$ cat src/rtl/sys_ctrl_pkg.sv
// Shared encodings for the transmit-side system controller.
package sys_ctrl_pkg;
  localparam int DATA_WIDTH_DEF = 8;

  localparam logic [2:0] ST_IDLE    = 3'd0;
  localparam logic [2:0] ST_RD_REQ  = 3'd1;
  localparam logic [2:0] ST_RD_WAIT = 3'd2;
  localparam logic [2:0] ST_LO_REQ  = 3'd3;
  localparam logic [2:0] ST_LO_WAIT = 3'd4;
  localparam logic [2:0] ST_HI_REQ  = 3'd5;
  localparam logic [2:0] ST_HI_WAIT = 3'd6;

  typedef enum logic [2:0] {
    S_IDLE    = ST_IDLE,
    S_RD_REQ  = ST_RD_REQ,
    S_RD_WAIT = ST_RD_WAIT,
    S_LO_REQ  = ST_LO_REQ,
    S_LO_WAIT = ST_LO_WAIT,
    S_HI_REQ  = ST_HI_REQ,
    S_HI_WAIT = ST_HI_WAIT
  } state_t;

  // byte lanes of the ALU result, low byte goes out first
  localparam int LO = 0;
  localparam int HI = 1;
endpackage

$ cat src/rtl/sys_ctrl_tx_sched_slot.sv
// One-deep pending slot: holds the oldest unsent response, flags a drop when full.
module tx_pend_slot #(
  parameter int WIDTH = 8
) (
  input  logic             CLK,
  input  logic             RST,
  input  logic             vld,
  input  logic [WIDTH-1:0] din,
  input  logic             clr,
  output logic             pend,
  output logic [WIDTH-1:0] dout,
  output logic             drop
);
  // a clear in the same cycle frees the slot, so the new strobe is captured, not dropped
  assign drop = vld & pend & ~clr;

  always_ff @(posedge CLK or negedge RST) begin
    if (!RST) begin
      pend <= 1'b0;
      dout <= '0;
    end else if (vld && (!pend || clr)) begin
      pend <= 1'b1;
      dout <= din;
    end else if (clr) begin
      pend <= 1'b0;
    end
  end
endmodule

$ cat src/rtl/sys_ctrl_tx_sched.sv
// Arbitrates RegFile/ALU responses and feeds them byte-wise to UART_TX over a level handshake.
module sys_ctrl_tx_sched
  import sys_ctrl_pkg::*;
#(
  parameter int DATA_WIDTH    = DATA_WIDTH_DEF,
  parameter int ALU_OUT_WIDTH = 2*DATA_WIDTH
) (
  input  logic                     CLK,
  input  logic                     RST,
  input  logic [DATA_WIDTH-1:0]    RD_DATA,
  input  logic                     RD_DATA_VLD,
  input  logic [ALU_OUT_WIDTH-1:0] ALU_OUT,
  input  logic                     ALU_OUT_VLD,
  input  logic                     TX_BUSY,
  output logic [DATA_WIDTH-1:0]    TX_P_DATA,
  output logic                     TX_D_VLD,
  output logic                     CTRL_BUSY,
  output logic                     OVERRUN
);
  state_t                   state;
  logic                     rd_pend, alu_pend, rd_drop, alu_drop, rd_clr, alu_clr;
  logic [DATA_WIDTH-1:0]    rd_buf;
  logic [ALU_OUT_WIDTH-1:0] alu_buf, shadow;

  // slots are released on the dispatch cycle so a fresh strobe can queue behind the transfer
  assign rd_clr  = (state == S_IDLE) & ~TX_BUSY & rd_pend;
  assign alu_clr = (state == S_IDLE) & ~TX_BUSY & alu_pend & ~rd_pend;

  tx_pend_slot #(.WIDTH(DATA_WIDTH)) u_rd_slot (
    .CLK(CLK), .RST(RST), .vld(RD_DATA_VLD), .din(RD_DATA), .clr(rd_clr),
    .pend(rd_pend), .dout(rd_buf), .drop(rd_drop)
  );

  tx_pend_slot #(.WIDTH(ALU_OUT_WIDTH)) u_alu_slot (
    .CLK(CLK), .RST(RST), .vld(ALU_OUT_VLD), .din(ALU_OUT), .clr(alu_clr),
    .pend(alu_pend), .dout(alu_buf), .drop(alu_drop)
  );

  always_ff @(posedge CLK or negedge RST) begin
    if (!RST) begin
      state     <= S_IDLE;
      shadow    <= '0;
      TX_P_DATA <= '0;
      TX_D_VLD  <= 1'b0;
      CTRL_BUSY <= 1'b0;
      OVERRUN   <= 1'b0;
    end else begin
      CTRL_BUSY <= (state != S_IDLE) | rd_pend | alu_pend;
      OVERRUN   <= rd_drop | alu_drop;
      case (state)
        S_IDLE: begin
          if (rd_clr) begin
            TX_P_DATA <= rd_buf;
            TX_D_VLD  <= 1'b1;
            state     <= S_RD_REQ;
          end else if (alu_clr) begin
            shadow    <= alu_buf;
            TX_P_DATA <= alu_buf[LO*DATA_WIDTH +: DATA_WIDTH];
            TX_D_VLD  <= 1'b1;
            state     <= S_LO_REQ;
          end
        end
        S_RD_REQ: if (TX_BUSY) begin
          TX_D_VLD <= 1'b0;
          state    <= S_RD_WAIT;
        end
        S_RD_WAIT: if (!TX_BUSY) state <= S_IDLE;
        S_LO_REQ: if (TX_BUSY) begin
          TX_D_VLD <= 1'b0;
          state    <= S_LO_WAIT;
        end
        S_LO_WAIT: if (!TX_BUSY) begin
          TX_P_DATA <= shadow[HI*DATA_WIDTH +: DATA_WIDTH];
          TX_D_VLD  <= 1'b1;
          state     <= S_HI_REQ;
        end
        S_HI_REQ: if (TX_BUSY) begin
          TX_D_VLD <= 1'b0;
          state    <= S_HI_WAIT;
        end
        S_HI_WAIT: if (!TX_BUSY) state <= S_IDLE;
        default: begin
          state     <= S_IDLE;
          TX_P_DATA <= '0;
          TX_D_VLD  <= 1'b0;
          CTRL_BUSY <= 1'b0;
          OVERRUN   <= 1'b0;
        end
      endcase
    end
  end
endmodule

$ cat config.mk
export PLATFORM = sky130hd
export DESIGN_NAME = sys_ctrl_tx_sched
export DESIGN_NICKNAME = d
export VERILOG_FILES = /design/src/rtl/sys_ctrl_pkg.sv /design/src/rtl/sys_ctrl_tx_sched_slot.sv /design/src/rtl/sys_ctrl_tx_sched.sv
export SDC_FILE = /design/constraint.sdc
export NUM_CORES = 1
export LEC_CHECK = 0
export BUFFER_PORTS_ARGS = -buffer_cell sky130_fd_sc_hd__buf_2
export CAP_MARGIN = 10
export CORE_MARGIN = 8
export CORE_UTILIZATION = 52
export CTS_BUF_LIST = sky130_fd_sc_hd__clkbuf_8
export DETAILED_ROUTE_END_ITERATION = 10
export PLACE_DENSITY = 0.89
export SLEW_MARGIN = 30
export SYNTH_ARGS = -nofsm -noshare
export SYNTH_HDL_FRONTEND = slang
export SYNTH_SLANG_ARGS = --single-unit
$ cat constraint.sdc
create_clock -name CLK -period 1.65 [get_ports CLK]
set_input_delay 0 -clock CLK [delete_from_list [all_inputs] [get_ports CLK]]
set_output_delay 0 -clock CLK [all_outputs]
set_load 0.02 [all_outputs]
# == Yosys cells after proc, flatten, opt, wreduce, memory -nomap -nowiden ==
# Cells that the tools add are included.
# word_totals
output_inout_bits,11
in_bits,29
register_bits,56
# classes
bitwise_logic,17
mux,23
n_reduce_logical,18
eq_ne,13
# op_table
cell,n
$mux 8,3
$pmux 8 s3,1
$mux 3,7
$pmux 3 s6,1
$mux 1,10
$ne 2x2->1 const B,5
$eq 3x3->1 const B,3
$and 1x1->1,8
$reduce_or 7->1,1
$eq 3x2->1 const B,2
$not 1->1,6
$reduce_and 3->1,2
$reduce_and 6->1,1
$reduce_or 5->1,1
$pmux 1 s4,1
$reduce_and 4->1,1
$reduce_bool 2->1,2
$eq 3x1->1 const B,1
$logic_not 3->1,1
$ne 3x1->1 const B,1
$or 1x1->1,3
$reduce_bool 3->1,1
$reduce_or 3->1,1
$logic_and 1x1->1,2
other kinds (4),6

# == Logic depth before layout (Yosys ltp) ==
# Gate-level depths: netlist of run 1.
# depth
word_depth,8
ltp_mapped,5
mapped_depth_nobuf,3

# == Cells and area by module ==
# From an unflattened synthesis of run 1, not the netlist that was laid out.
# hier_totals
hier_cells,169
area_unflattened_um2,2285.9
# by_module_without_submodules
mod,n_inst,cells_per_inst,area_per_inst_um2
sys_ctrl_tx_sched,1,108,1204.9
tx_pend_slot (u_alu_slot),1,39,699.4
tx_pend_slot (u_rd_slot),1,22,381.6

# == Worst setup path before layout of run 1 ==
# No wires, ideal clock.
# synth_path
path_kind,reg-to-reg
startpoint,register u_rd_slot.pend
endpoint,register shadow[10]
t_arrival_ns,1.646
path_buffers,2
setup_ns,0.125
stages_incl_launch_ff,6
period_less_slack_ns,1.771
required_time_ns,1.525
path_slack_ns,-0.121
cell_sequence,dfrtp_1 > or2_2 > clkbuf_1 > or3_1 > buf_6 > mux2_4
# synth_via
elab_chain_len,3
# synth_lines
item,line,source
start: declaration,sys_ctrl_tx_sched_slot.sv:10,"output logic pend,"
start signal: assignment,sys_ctrl_tx_sched_slot.sv:19,pend <= 1'b0;
start signal: assignment,sys_ctrl_tx_sched_slot.sv:22,pend <= 1'b1;
start signal: assignment,sys_ctrl_tx_sched_slot.sv:25,pend <= 1'b0;
$and 1x1->1 or $not 1->1 (tied branches),"sys_ctrl_tx_sched.sv:26, sys_ctrl_tx_sched.sv:27",
$not 1->1 or $and 1x1->1 (tied branches),--,
$reduce_and 3->1 (no source line) *,--,
end signal: assignment,sys_ctrl_tx_sched.sv:57,shadow <= alu_buf;
end: declaration,sys_ctrl_tx_sched.sv:23,"logic [ALU_OUT_WIDTH-1:0] alu_buf, shadow;"
# Mark *: on every way between the ends. The rest lies on a longest branch, timed or not.
# A chain may end at the register's enable or synchronous reset.

# == Worst setup path after layout of run 1 ==
# layout_path
startpoint,register state[1]
endpoint,register shadow[11]
# layout_via
elab_chain_len,5
# layout_lines
item,line,source
start: declaration,sys_ctrl_tx_sched.sv:20,state_t state;
start signal: assignment,sys_ctrl_tx_sched.sv:41,state <= S_IDLE;
start signal: assignment,sys_ctrl_tx_sched.sv:55,state <= S_RD_REQ;
start signal: assignment,sys_ctrl_tx_sched.sv:60,state <= S_LO_REQ;
$logic_not 3->1 *,"sys_ctrl_tx_sched.sv:26, sys_ctrl_tx_sched.sv:27, sys_ctrl_tx_sched.sv:50",
$and 1x1->1,"sys_ctrl_tx_sched.sv:26, sys_ctrl_tx_sched.sv:27",
$and 1x1->1 (on tied branches),"sys_ctrl_tx_sched.sv:27, sys_ctrl_tx_sched.sv:26",
$and 1x1->1 or $not 1->1 (tied branches),--,
$reduce_and 3->1 (no source line) *,--,
# Marks and branches as above.

==> results of run 1 <==
[routing by layer]
metal	global-route usage, %	share of wire [%]	up-vias	wire length, um
li1	-	-	955	-
met1	22.7	44	991	2710
met2	29.6	48	104	3020
met3	3.81	6.8	7	422
met4	7.38	1.3	0	80
met5	0	0	-	0
[Yosys cell counts, types with 3 or more instances]
cell / count / share of area (%)
dfrtp_1: 48 / 51
o211ai_1: 38 / 12
nand2_1: 20 / 3.2
nand2b_1: 20 / 5.3
clkbuf_1: 13 / 2.1
nor3_1: 13 / 2.7
mux2_2: 9 / 4.3
mux2_4: 8 / 5.1
o21ai_0: 7 / 1.5
o41ai_1: 7 / 2.6
inv_1: 3 / 0.48
nor2_1: 3 / 0.48
or2_2: 3 / 0.79
[path summary, 6_finish.rpt]
kind | start | endpoint | depth (start not counted)
hold / removal | TX_BUSY | state[2] | 4
min in group asynchronous | RST | state[2] | 2
setup reg to reg | state[1] | shadow[11] | 3
hold reg to reg | TX_P_DATA[3] | TX_P_DATA[3] | 1
max in group asynchronous | RST | u_alu_slot.dout[3] | 3
setup / recovery | state[1] | shadow[11] | 3
[layout make-up]
| class | count | area [sq um] |
|---|---|---|
| Fill cell | 301 | 1220 |
| Sequential cell | 48 | 1200 |
| Multi-Input combinational cell | 151 | 1160 |
| Timing Repair Buffer | 83 | 627 |
| Clock buffer | 6 | 82.6 |
| Tap cell | 52 | 65.1 |
| Inverter | 3 | 11.3 |
| Clock inverter | 2 | 7.51 |
[stage by stage]
stage / TNS [ns] / cell area (sq um) / total power, mW
floorplan: -1.31 / 2370 / 3.01
global placement: -0.946 / 2690 / 3.51
detailed placement: -1.11 / 2690 / 3.59
CTS: -0.317 / 3110 / 4.45
global route: -0.696 / 3160 / 4.86
finish: -0.279 / 3160 / 4.58
[where the power goes]
group / total [mW] / switching [mW] / internal, mW
combinational: 2.04 / 1.06 / 0.989
sequential: 1.83 / 0.255 / 1.58
clock: 0.698 / 0.368 / 0.330
[repair_timing]
action                     4_1_cts  5_1_grt
hold buffers                    26        0
hold endpoints to repair        47        0
resized for setup                9       10
pin swaps                        1        6
setup endpoints to repair       24       32
buffers inserted                 1        2
[worst max-delay path: cells and delay by family, from the launching register on]
kind             cells  cell delay (ns)
and+or+nand+nor      2             0.86
DFF                  1             0.39
muxes                1             0.32
[registers in the layout (all words and copies together) (netlist names)]
signal           flops
u_alu_slot.dout     16
TX_P_DATA            8
shadow               8
u_rd_slot.dout       8
state                3
CTRL_BUSY            1
OVERRUN              1
TX_D_VLD             1
u_alu_slot.pend      1
u_rd_slot.pend       1
[logic make-up after synthesis]
group	count (synthesis)	synth area share, %
DFF	48	50.8
buffers and inverters	20	3.81
and+or+nand+nor	66	14.6
xor gates and xnor gates	1	0.370
muxes	17	9.36
AOI/OAI and AO/OA	67	21.1
==> flow_summary.html, run 1 <==
<table>
<tr><th>Metric</th><th>Value</th></tr>
<tr><th colspan="2">Logic synthesis</th></tr>
<tr><td>Cell area after synthesis</td><td>roughly 2400 sq um</td></tr>
<tr><td>Library cells used by synthesis</td><td>31</td></tr>
<tr><td>Yosys warning count</td><td>0</td></tr>
<tr><td>Portion of the post-synthesis area used by sequential elements</td><td>50.8%</td></tr>
<tr><td>Main flop type after synthesis</td><td>dfrtp_1</td></tr>
<tr><td>Mean cell area of the mapped netlist</td><td>10.8 sq um</td></tr>
<tr><td>Post-synthesis register bit count</td><td>48</td></tr>
<tr><td>Number of synthesized flops with an enable pin</td><td>0</td></tr>
<tr><td>Async set-reset flop share out of synthesis</td><td>100%</td></tr>
<tr><td>Synthesized netlist cell count</td><td>roughly 220</td></tr>
<tr><td>Synthesized net count</td><td>~250</td></tr>
<tr><th colspan="2">Detailed routing</th></tr>
<tr><td>Detailed router's first-iteration violation count</td><td>266</td></tr>
<tr><td>Detailed-route wire length per cell</td><td>18.1 um</td></tr>
<tr><td># DRC</td><td>0</td></tr>
<tr><td>Ratio of routed vias to standard cells</td><td>between 5 and 6</td></tr>
<tr><td>Drt total wl</td><td>~6200 um</td></tr>
<tr><td>Total number of vias</td><td>between 2,000 and 2,500</td></tr>
<tr><td>Pre-antenna DRT Iters</td><td>6</td></tr>
<tr><td>Final antenna-violating net count</td><td>0</td></tr>
<tr><th colspan="2">Outcome</th></tr>
<tr><td>Violated checks</td><td>setup timing</td></tr>
<tr><td>Result of the run</td><td>finished, violations left</td></tr>
<tr><th colspan="2">Floorplan</th></tr>
<tr><td>Core Box Area</td><td>between 4000 and 5000 sq um</td></tr>
<tr><td>Starting utilization of the core area</td><td>between 50% and 60%</td></tr>
<tr><td>Die span in x</td><td>83.5 um</td></tr>
<tr><td>DIE AREA</td><td>6960 sq um</td></tr>
<tr><td>Height of the die</td><td>83.5 um</td></tr>
<tr><td>IO Count</td><td>40</td></tr>
<tr><td>Std-Cell Rows</td><td>24</td></tr>
<tr><th colspan="2">Place</th></tr>
<tr><td>Count of input and output buffers</td><td>39</td></tr>
<tr><td>RePlAce Congestion</td><td>0.901</td></tr>
<tr><td>Cells after DPL</td><td>slightly above 300</td></tr>
<tr><td>Total half-perimeter wirelength after legalization and detailed placement</td><td>approximately 3900 um</td></tr>
<tr><td>Place WS</td><td>-0.0826 ns</td></tr>
<tr><th colspan="2">Critical path</th></tr>
<tr><td>Ordered cell list for the critical path</td><td>or3_4 -&gt; or3_4 -&gt; mux2_4</td></tr>
<tr><td>Critical path data arrival time</td><td>about 1.9 ns</td></tr>
<tr><td>Delay of the slowest cell on the worst path</td><td>about 0.47 ns</td></tr>
<tr><td>CP max stage cell</td><td>or3_4</td></tr>
<tr><td>Data required time of the worst path</td><td>approximately 1.8 ns</td></tr>
<tr><td>Type of destination of the critical path</td><td>flip-flop</td></tr>
<tr><td>Slack of the worst reg-to-reg path</td><td>-0.04 ns</td></tr>
<tr><td>Critical Path Fanout Max</td><td>8</td></tr>
<tr><td>Class of the most critical setup path</td><td>flip-flop to flip-flop</td></tr>
<tr><td>Top cell by count, worst path</td><td>or3_4</td></tr>
<tr><td>Startpoint types</td><td>flip-flop</td></tr>
<tr><th colspan="2">Global routing</th></tr>
<tr><td>Wire length of the first global-routing pass</td><td>10,500 um</td></tr>
<tr><td>Maximum number of pins on one net before global-route repair</td><td>35</td></tr>
<tr><td>Remaining global-route overflow</td><td>0</td></tr>
<tr><td>Number of antenna violations at the first check in global routing</td><td>0</td></tr>
<tr><td>Vias in the first global route</td><td>2,119</td></tr>
<tr><td>Overall fraction of global-route tracks in use</td><td>~18%</td></tr>
<tr><th colspan="2">Finish</th></tr>
<tr><td>Share of post-route cells with drive strength above 1</td><td>about a third</td></tr>
<tr><td>Final Util</td><td>around 70%</td></tr>
<tr><td>Commonest cells after routing, fill and taps aside</td><td>48 x dfrtp_1, 39 x buf_2, 38 x o211ai_1</td></tr>
<tr><td>Area Overhead vs Synth</td><td>33.5%</td></tr>
<tr><td>Commonest non-fill, non-tap cell in the layout</td><td>dfrtp_1</td></tr>
<tr><td>Net total in the final layout</td><td>around 320</td></tr>
<tr><td>Number of inserted diodes</td><td>0</td></tr>
<tr><td>Non-filler cells, final</td><td>approximately 350</td></tr>
<tr><th colspan="2">Timing</th></tr>
<tr><td>Least setup slack across all paths after layout</td><td>-0.0389 ns</td></tr>
<tr><td>Fin. max-slew vios</td><td>0</td></tr>
<tr><td>Post-Route Skew</td><td>~0.0026 ns</td></tr>
<tr><td>Slew headroom</td><td>65.2%</td></tr>
<tr><td>Hold WS</td><td>0.168 ns</td></tr>
<tr><td>Final critical-path required period</td><td>1.69 ns</td></tr>
<tr><td>Transition time of the tightest slew-check pin</td><td>0.523 ns</td></tr>
<tr><td>Tcrit/Tclk final</td><td>102%</td></tr>
<tr><td>Number of failing setup endpoints in the final timing report</td><td>8</td></tr>
<tr><td>Unrepaired setup endpoints after global routing</td><td>yes</td></tr>
<tr><td>Number of hold violations in the final report</td><td>0</td></tr>
<tr><td>Highest Clock Rate</td><td>592 MHz</td></tr>
<tr><th colspan="2">Clock tree</th></tr>
<tr><td>Number of buffers created by CTS</td><td>5</td></tr>
<tr><td>Clock tree from TritonCTS</td><td>built</td></tr>
<tr><td>CTS max path bufs</td><td>2</td></tr>
<tr><td>Clk pin slew, worst setup/hold paths</td><td>approximately 0.080 ns</td></tr>
<tr><td>Latest clock arrival within the worst-skew pair</td><td>roughly 0.3 ns</td></tr>
<tr><td>CTS HTree Levels</td><td>2</td></tr>
<tr><td>Clk root buf</td><td>clkbuf_8</td></tr>
<tr><td>CTS sink count</td><td>48</td></tr>
<tr><th colspan="2">Power</th></tr>
<tr><td>Pleak</td><td>roughly 1.4 nW</td></tr>
<tr><td>Areal power density over the cells</td><td>1450 nW/um^2</td></tr>
<tr><td>Peak ir drop on the vdd network</td><td>about 0.00065 V</td></tr>
<tr><th colspan="2">Job</th></tr>
<tr><td>MaxCap Viol Count</td><td>0</td></tr>
<tr><th colspan="2">Min path</th></tr>
<tr><td>Worst min path class</td><td>input pin to flip-flop</td></tr>
</table>
(Power assumes the default switching activity.)
==> run 2, diff against run 1 <==
--- a/config.mk
+++ b/config.mk
@@ -5,12 +5,13 @@
 export SDC_FILE = /design/constraint.sdc
 export NUM_CORES = 1
 export LEC_CHECK = 0
-export BUFFER_PORTS_ARGS = -buffer_cell sky130_fd_sc_hd__buf_2
 export CAP_MARGIN = 10
 export CORE_MARGIN = 8
-export CORE_UTILIZATION = 52
+export CORE_UTILIZATION = 59
 export CTS_BUF_LIST = sky130_fd_sc_hd__clkbuf_8
 export DETAILED_ROUTE_END_ITERATION = 10
+export DONT_BUFFER_PORTS = 1
+export GPL_TIMING_DRIVEN = 0
 export PLACE_DENSITY = 0.89
 export SLEW_MARGIN = 30
 export SYNTH_ARGS = -nofsm -noshare
==> run 2 against run 1 <==
The run still ends with setup timing left; sequential power increased by 10%; cell area decreased by 3.4%; global-route usage increased by 2.5 points; fmax decreased by 6.6%.
==> flow_summary.html, run 2 (synthesized netlist as in run 1, its figures left out) <==
<table>
<tr><th>Metric</th><th>Value</th></tr>
<tr><th colspan="2">Timing</th></tr>
<tr><td>Transition time of the tightest slew-check pin</td><td>0.464 ns (was 0.523 ns)</td></tr>
<tr><td>Unrepaired setup endpoints after global routing</td><td>yes (unchanged)</td></tr>
<tr><td>Hold WS</td><td>0.0567 ns (was 0.168 ns)</td></tr>
<tr><td>Number of failing setup endpoints in the final timing report</td><td>25 (was 8)</td></tr>
<tr><td>Tcrit/Tclk final</td><td>110% (was 102%)</td></tr>
<tr><td>Setup total negative slack</td><td>-2.11 ns (was -0.279 ns)</td></tr>
<tr><td>Final critical-path required period</td><td>1.81 ns (was 1.69 ns)</td></tr>
<tr><td>Least setup slack across all paths after layout</td><td>-0.158 ns (was -0.0389 ns)</td></tr>
<tr><td>Number of hold violations in the final report</td><td>0 (unchanged)</td></tr>
<tr><td>Slew headroom</td><td>69.0% (was 65.2%)</td></tr>
<tr><td>Highest Clock Rate</td><td>553 MHz (was 592 MHz)</td></tr>
<tr><td>Post-Route Skew</td><td>0.00773 ns (was 0.00261 ns)</td></tr>
<tr><td>Fin. max-slew vios</td><td>0 (unchanged)</td></tr>
<tr><th colspan="2">Floorplan</th></tr>
<tr><td>Starting utilization of the core area</td><td>60.0% (was 54.0%)</td></tr>
<tr><td>Die span in x</td><td>79.3 um (was 83.5 um)</td></tr>
<tr><td>DIE AREA</td><td>6290 sq um (was 6960 sq um)</td></tr>
<tr><td>Std-Cell Rows</td><td>23 (was 24)</td></tr>
<tr><td>Core Box Area</td><td>3940 sq um (was 4380 sq um)</td></tr>
<tr><td>Height of the die</td><td>79.3 um (was 83.5 um)</td></tr>
<tr><td>IO Count</td><td>40 (unchanged)</td></tr>
<tr><th colspan="2">Global routing</th></tr>
<tr><td>Overall fraction of global-route tracks in use</td><td>20.6% (was 18.1%)</td></tr>
<tr><td>Wire length of the first global-routing pass</td><td>10,200 um (was 10,500 um)</td></tr>
<tr><td>Maximum number of pins on one net before global-route repair</td><td>49 (was 35)</td></tr>
<tr><td>Number of antenna violations at the first check in global routing</td><td>0 (unchanged)</td></tr>
<tr><td>Remaining global-route overflow</td><td>0 (unchanged)</td></tr>
<tr><td>Vias in the first global route</td><td>2,002 (was 2,119)</td></tr>
<tr><th colspan="2">Critical path</th></tr>
<tr><td>Critical Path Fanout Max</td><td>8 (unchanged)</td></tr>
<tr><td>Reg2reg start</td><td>state[1] (unchanged)</td></tr>
<tr><td>Class of the most critical setup path</td><td>flip-flop to flip-flop (unchanged)</td></tr>
<tr><td>Startpoint types</td><td>flip-flop (unchanged)</td></tr>
<tr><td>Data required time of the worst path</td><td>1.84 ns (about the same)</td></tr>
<tr><td>Critical path data arrival time</td><td>2.00 ns (was 1.88 ns)</td></tr>
<tr><td>Slack of the worst reg-to-reg path</td><td>-0.16 ns (was -0.04 ns)</td></tr>
<tr><td>Crit. Startpoint</td><td>state[1] (unchanged)</td></tr>
<tr><td>Type of destination of the critical path</td><td>flip-flop (unchanged)</td></tr>
<tr><td>Destination of the critical timing path</td><td>shadow[10] (was shadow[11])</td></tr>
<tr><td>Worst Reg2Reg Path Length in Cells</td><td>4 (was 3)</td></tr>
<tr><td>Worst r2r dst</td><td>shadow[10] (was shadow[11])</td></tr>
<tr><th colspan="2">Power</th></tr>
<tr><td>Peak ir drop on the vdd network</td><td>0.000917 V (was 0.000650 V)</td></tr>
<tr><td>Areal power density over the cells</td><td>1530 nW/um^2 (was 1450 nW/um^2)</td></tr>
<tr><td>Power consumption</td><td>4.66 mW (was 4.58 mW)</td></tr>
<tr><td>Pleak</td><td>1.25 nW (was 1.37 nW)</td></tr>
<tr><th colspan="2">Clock tree</th></tr>
<tr><td>CTS sink count</td><td>48 (unchanged)</td></tr>
<tr><td>CTS max path bufs</td><td>2 (unchanged)</td></tr>
<tr><td>CTS HTree Levels</td><td>2 (unchanged)</td></tr>
<tr><td>Clk root buf</td><td>clkbuf_8 (unchanged)</td></tr>
<tr><td>Clock tree from TritonCTS</td><td>built (unchanged)</td></tr>
<tr><td>Clk pin slew, worst setup/hold paths</td><td>0.09 ns (was 0.08 ns)</td></tr>
<tr><td>Number of buffers created by CTS</td><td>5 (unchanged)</td></tr>
<tr><td>Latest clock arrival within the worst-skew pair</td><td>0.31 ns (was 0.30 ns)</td></tr>
<tr><th colspan="2">Detailed routing</th></tr>
<tr><td>Final antenna-violating net count</td><td>0 (unchanged)</td></tr>
<tr><td>Total number of vias</td><td>1,965 (was 2,057)</td></tr>
<tr><td>Pre-antenna DRT Iters</td><td>4 (was 6)</td></tr>
<tr><td>Drt total wl</td><td>6540 um (was 6230 um)</td></tr>
<tr><td>Detailed router's first-iteration violation count</td><td>274 (was 266)</td></tr>
<tr><td>Detailed-route wire length per cell</td><td>20.9 um (was 18.1 um)</td></tr>
<tr><td># DRC</td><td>0 (unchanged)</td></tr>
<tr><td>Ratio of routed vias to standard cells</td><td>6.28 (was 5.96)</td></tr>
<tr><th colspan="2">Finish</th></tr>
<tr><td>Number of flip-flops under the largest register name</td><td>16 (unchanged)</td></tr>
<tr><td>Commonest non-fill, non-tap cell in the layout</td><td>dfrtp_1 (unchanged)</td></tr>
<tr><td>Net total in the final layout</td><td>291 (was 321)</td></tr>
<tr><td>Number of inserted diodes</td><td>0 (unchanged)</td></tr>
<tr><td>Commonest cells after routing, fill and taps aside</td><td>46 x dfrtp_1, 38 x o211ai_1, 28 x dlygate4sd3_1 (was 48 x dfrtp_1, 39 x buf_2, 38 x o211ai_1)</td></tr>
<tr><td>Share of post-route cells with drive strength above 1</td><td>24.3% (was 33.1%)</td></tr>
<tr><td>Area Overhead vs Synth</td><td>28.9% (was 33.5%)</td></tr>
<tr><td>Most flop-heavy register</td><td>u_alu_slot.dout (unchanged)</td></tr>
<tr><td>Final Util</td><td>77.4% (was 72.1%)</td></tr>
<tr><th colspan="2">Min path</th></tr>
<tr><td>Hold Startpoint</td><td>RD_DATA_VLD (was TX_BUSY)</td></tr>
<tr><td>Worst min path class</td><td>input pin to flip-flop (unchanged)</td></tr>
<tr><th colspan="2">Outcome</th></tr>
<tr><td>Result of the run</td><td>finished, violations left (unchanged)</td></tr>
<tr><td>Violated checks</td><td>setup timing (unchanged)</td></tr>
<tr><th colspan="2">Job</th></tr>
<tr><td>MaxCap Viol Count</td><td>0 (unchanged)</td></tr>
<tr><th colspan="2">Place</th></tr>
<tr><td>Place WS</td><td>-0.294 ns (was -0.0826 ns)</td></tr>
<tr><td>Count of input and output buffers</td><td>0 (was 39)</td></tr>
<tr><td>Total half-perimeter wirelength after legalization and detailed placement</td><td>3970 um (was 3950 um)</td></tr>
<tr><td>RePlAce Congestion</td><td>0.813 (was 0.901)</td></tr>
</table>
## run 2: cell count changes in the layout (fill, tap and decap cells not counted), sizes merged
| cell | before | now |
|---|---|---|
| clkinvlp | 0 | 1 |
| o21a | 2 | 3 |
| bufinv | 0 | 1 |
| dlygate4sd3 | 26 | 28 |
| inv | 5 | 3 |
| buf | 57 | 13 |
| clkinv | 0 | 1 |
| clkbuf | 6 | 16 |
## run 2: report_power, final
| group | internal (mW) | switching, mW | total (mW) |
|---|---|---|---|
| Sequential | 1.58 | 0.442 | 2.02 |
| Clock | 0.449 | 0.414 | 0.863 |
| Combinational | 0.884 | 0.890 | 1.77 |
## run 2: worst min path at each step
stage / endpoint / cells after the start
floorplan: CTRL_BUSY / 0
global placement: OVERRUN / 0
detailed placement: OVERRUN / 0
CTS: u_rd_slot.dout[6] / 2
global route: u_rd_slot.dout[6] / 2
finish: u_rd_slot.dout[6] / 2
## run 2: stage by stage
stage	instance area (sq um)	std cells
after floorplan	2370	219
after global placement	2430	269
after detailed placement	2430	269
after CTS	2900	307
after global routing	3050	313
final	3050	313
## run 2: timing repair
action                                  4_1_cts  5_1_grt
hold buffers                                 29        0
setup buffers                                 3        4
cloned                                        0        2
endpoints found under the setup margin       35       38
pin swaps                                     2       22
gates resized for setup                      16       23
endpoints found under the hold margin        78        0
## run 2: worst max-delay path, cell delays in order (launching register included)
cell and delay (ns):
dfrtp_1 0.38, or3_1 0.36, buf_6 0.14, or3_4 0.48
mux2_4 0.32
## run 2: area by class of cell
type,count,area [sq um]
sequential,48,1200
clock inverter,3,42.5
clock buffer,5,68.8
multi-input combinational,152,1180
inverter,3,11.3
buffer,15,91.3
fill,244,892
timing repair buffer,37,385
tap,50,62.6
## run 2: per-layer routing
metal	global-route usage [%]	share of wire, %	vias up	wire length, um
met5	0	0	-	0
met4	4.81	1.3	0	86
met3	6.77	6.8	9	446
met2	33.4	50	79	3290
met1	26.0	42	975	2720
li1	-	-	902	-
==> run 3, diff against run 2 <==
==> constraint.sdc (replaced) <==
create_clock -name CLK -period 1.65 [get_ports CLK]
set_input_delay 0.33 -clock CLK [delete_from_list [all_inputs] [get_ports CLK]]
set_output_delay 0.33 -clock CLK [all_outputs]
set_load 0.02 [all_outputs]
==> run 3 against run 2 <==
The run still ends with setup timing left; clock skew grew 0.0038 ns; global-route usage shrank 1.4 points; non-clock buffer count shrank 32; combinational power shrank 9%; first-iteration DRC count grew 14%; register-to-register slack is essentially flat; utilization shrank 9.0 points; sequential share of layout area grew 5.2 points; clock power is essentially flat; cell count shrank 11%; critical path type unchanged.
==> flow_summary.html, run 3 (synthesized netlist as in run 1, its figures left out) <==
<table>
<tr><th>Metric</th><th>Value</th></tr>
<tr><th colspan="2">Outcome</th></tr>
<tr><td>Result of the run</td><td>finished, violations left (unchanged)</td></tr>
<tr><td>Violated checks</td><td>setup timing (unchanged)</td></tr>
<tr><th colspan="2">Finish</th></tr>
<tr><td>Commonest cells after routing, fill and taps aside</td><td>46 x dfrtp_1, 38 x o211ai_1, 20 x nand2b_1 (was 46 x dfrtp_1, 38 x o211ai_1, 28 x dlygate4sd3_1)</td></tr>
<tr><td>Most flop-heavy register</td><td>u_alu_slot.dout (unchanged)</td></tr>
<tr><td>Commonest non-fill, non-tap cell in the layout</td><td>dfrtp_1 (unchanged)</td></tr>
<tr><td>Area Overhead vs Synth</td><td>13.9% (was 28.9%)</td></tr>
<tr><td>Number of filler cells placed in the layout</td><td>305 (was 244)</td></tr>
<tr><td>Number of flip-flops under the largest register name</td><td>16 (unchanged)</td></tr>
<tr><td>Number of inserted diodes</td><td>0 (unchanged)</td></tr>
<tr><td>Net total in the final layout</td><td>258 (was 291)</td></tr>
<tr><td>Area of all placed cells without fillers</td><td>2690 sq um (was 3050 sq um)</td></tr>
<tr><td>Share of post-route cells with drive strength above 1</td><td>25.2% (was 24.3%)</td></tr>
<tr><th colspan="2">Timing</th></tr>
<tr><td>Post-Route Skew</td><td>0.0115 ns (was 0.00773 ns)</td></tr>
<tr><td>Slew headroom</td><td>70.4% (was 69.0%)</td></tr>
<tr><td>Transition time of the tightest slew-check pin</td><td>0.444 ns (was 0.464 ns)</td></tr>
<tr><td>Highest Clock Rate</td><td>553 MHz (about the same)</td></tr>
<tr><td>Final critical-path required period</td><td>1.81 ns (about the same)</td></tr>
<tr><td>Number of hold violations in the final report</td><td>0 (unchanged)</td></tr>
<tr><td>Tcrit/Tclk final</td><td>110% (about the same)</td></tr>
<tr><td>Unrepaired setup endpoints after global routing</td><td>yes (unchanged)</td></tr>
<tr><td>Least setup slack across all paths after layout</td><td>-0.159 ns (was -0.158 ns)</td></tr>
<tr><td>Fin. max-slew vios</td><td>0 (unchanged)</td></tr>
<tr><td>Number of failing setup endpoints in the final timing report</td><td>19 (was 25)</td></tr>
<tr><th colspan="2">Critical path</th></tr>
<tr><td>Data required time of the worst path</td><td>1.85 ns (was 1.84 ns)</td></tr>
<tr><td>Type of destination of the critical path</td><td>flip-flop (unchanged)</td></tr>
<tr><td>Startpoint types</td><td>flip-flop (unchanged)</td></tr>
<tr><td>Critical Path Fanout Max</td><td>8 (unchanged)</td></tr>
<tr><td>Critical path data arrival time</td><td>2.00 ns (about the same)</td></tr>
<tr><td>Class of the most critical setup path</td><td>flip-flop to flip-flop (unchanged)</td></tr>
<tr><th colspan="2">Power</th></tr>
<tr><td>Areal power density over the cells</td><td>1660 nW/um^2 (was 1530 nW/um^2)</td></tr>
<tr><td>Part of the power in combinational logic</td><td>35.9% (was 38.1%)</td></tr>
<tr><td>P_sw</td><td>1.68 mW (was 1.75 mW)</td></tr>
<tr><td>Power consumption</td><td>4.48 mW (was 4.66 mW)</td></tr>
<tr><td>P_int</td><td>2.80 mW (was 2.92 mW)</td></tr>
<tr><td>Clock power frac</td><td>19.2% (was 18.5%)</td></tr>
<tr><td>Switching portion of total power</td><td>37.5% (about the same)</td></tr>
<tr><td>Pleak</td><td>1.09 nW (was 1.25 nW)</td></tr>
<tr><td>Power share of the sequential group</td><td>45.0% (was 43.4%)</td></tr>
<tr><td>Peak ir drop on the vdd network</td><td>0.000854 V (was 0.000917 V)</td></tr>
<tr><th colspan="2">Floorplan</th></tr>
<tr><td>IO Count</td><td>40 (unchanged)</td></tr>
<tr><td>Height of the die</td><td>79.3 um (unchanged)</td></tr>
<tr><td>Die span in x</td><td>79.3 um (unchanged)</td></tr>
<tr><td>Core Box Area</td><td>3940 sq um (unchanged)</td></tr>
<tr><td>DIE AREA</td><td>6290 sq um (unchanged)</td></tr>
<tr><td>Starting utilization of the core area</td><td>60.0% (unchanged)</td></tr>
<tr><td>Std-Cell Rows</td><td>23 (unchanged)</td></tr>
<tr><th colspan="2">Global routing</th></tr>
<tr><td>Wire length of the first global-routing pass</td><td>9580 um (was 10,200 um)</td></tr>
<tr><td>Vias in the first global route</td><td>1,874 (was 2,002)</td></tr>
<tr><td>Remaining global-route overflow</td><td>0 (unchanged)</td></tr>
<tr><td>Overall fraction of global-route tracks in use</td><td>19.2% (was 20.6%)</td></tr>
<tr><td>Number of antenna violations at the first check in global routing</td><td>0 (unchanged)</td></tr>
<tr><td>Maximum number of pins on one net before global-route repair</td><td>49 (unchanged)</td></tr>
<tr><th colspan="2">Place</th></tr>
<tr><td>Count of input and output buffers</td><td>0 (unchanged)</td></tr>
<tr><td>RePlAce Congestion</td><td>0.813 (unchanged)</td></tr>
<tr><td>Cell Area, Placed</td><td>2430 sq um (unchanged)</td></tr>
<tr><td>Total half-perimeter wirelength after legalization and detailed placement</td><td>3970 um (unchanged)</td></tr>
<tr><th colspan="2">Clock tree</th></tr>
<tr><td>CTS HTree Levels</td><td>2 (unchanged)</td></tr>
<tr><td>CTS max path bufs</td><td>2 (unchanged)</td></tr>
<tr><td>Clock tree from TritonCTS</td><td>built (unchanged)</td></tr>
<tr><td>Latest clock arrival within the worst-skew pair</td><td>0.31 ns (about the same)</td></tr>
<tr><td>Clk pin slew, worst setup/hold paths</td><td>0.09 ns (about the same)</td></tr>
<tr><td>Clk root buf</td><td>clkbuf_8 (unchanged)</td></tr>
<tr><td>CTS sink count</td><td>48 (unchanged)</td></tr>
<tr><td>Number of buffers created by CTS</td><td>5 (unchanged)</td></tr>
<tr><th colspan="2">Min path</th></tr>
<tr><td>Worst min path class</td><td>input pin to flip-flop (unchanged)</td></tr>
<tr><th colspan="2">Detailed routing</th></tr>
<tr><td>Total number of vias</td><td>1,785 (was 1,965)</td></tr>
<tr><td>Ratio of routed vias to standard cells</td><td>6.38 (was 6.28)</td></tr>
<tr><td>Final antenna-violating net count</td><td>0 (unchanged)</td></tr>
<tr><td>Pre-antenna DRT Iters</td><td>4 (unchanged)</td></tr>
<tr><td># DRC</td><td>0 (unchanged)</td></tr>
<tr><td>Drt total wl</td><td>5930 um (was 6540 um)</td></tr>
<tr><td>Detailed-route wire length per cell</td><td>21.2 um (was 20.9 um)</td></tr>
<tr><td>Detailed router's first-iteration violation count</td><td>312 (was 274)</td></tr>
<tr><th colspan="2">Job</th></tr>
<tr><td>MaxCap Viol Count</td><td>0 (unchanged)</td></tr>
</table>
run 3: cell types whose count changed in the layout (fill, tap and decap cells not counted), sizes merged:
cell and delta:
dlygate4sd3 -27, buf -5, o21a -1
run 3: routing by layer:
metal / vias to the layer above / track usage, % / routed length, um / part of all wire, %
li1: 834 / - / - / -
met1: 875 / 24.8 / 2650 / 45
met2: 70 / 29.7 / 2810 / 47
met3: 6 / 7.22 / 422 / 7.1
met4: 0 / 5.00 / 57 / 0.96
met5: - / 0 / 0 / 0
run 3: path summary, 6_finish.rpt:
kind	startpoint	endpoint	slack (ns)	cells past startpoint
max	state[1]	shadow[10]	-0.16	4
min	RD_DATA_VLD	u_rd_slot.pend	0.13	1
max reg2reg	state[1]	shadow[10]	-0.16	4
min reg2reg	shadow[10]	shadow[10]	0.53	1
max in group asynchronous	RST	state[2]	0.91	2
min in group asynchronous	RST	u_alu_slot.dout[5]	0.52	2
run 3: per-stage QoR:
step | setup slack (ns) | hold slack (ns) | util, % | cells | TNS, ns
finish | -0.159 | 0.133 | 68.3 | 280 | -1.72
global placement | -0.358 | 0.0366 | 61.6 | 269 | -8.78
global route | -0.182 | 0.138 | 68.3 | 280 | -3.21
detailed placement | -0.294 | 0.0362 | 61.8 | 269 | -7.53
floorplan | -0.102 | 0.0344 | - | 219 | -1.34
CTS | -0.157 | 0.125 | 66.8 | 280 | -1.40
run 3: timing repair:
item,4_1_cts,5_1_grt
hold buffers,2,0
endpoints found under the hold margin,48,0
resized for setup,16,17
setup endpoints to repair,35,38
buffers inserted,3,0
pin swaps,2,6
run 3: final cells by class:
class,count,area (sq um),area share [%]
plain buffers,15,83.8,3.11
clock buffers,5,68.8,2.55
clock inverters,3,42.5,1.58
inverters,3,11.3,0.418
multi-input cells,151,1160,43.1
flip-flops and latches,48,1200,44.7
well taps,50,62.6,2.32
repair buffers,5,60.1,2.23
run 3: worst max-delay path, cell delays in order (launching register included):
cell and delay [ns]:
dfrtp_1 0.38, or3_1 0.36, buf_6 0.15, or3_4 0.48, mux2_4 0.32
run 3: power groups by stage:
stage | registers (mW) | clock network (mW) | logic [mW]
detailed placement | 2.03 | 0 | 1.34
global placement | 2.00 | 0 | 1.29
floorplan | 1.90 | 0 | 1.12
finish | 2.02 | 0.861 | 1.61
CTS | 2.01 | 0.854 | 1.46
global route | 2.06 | 0.926 | 1.75
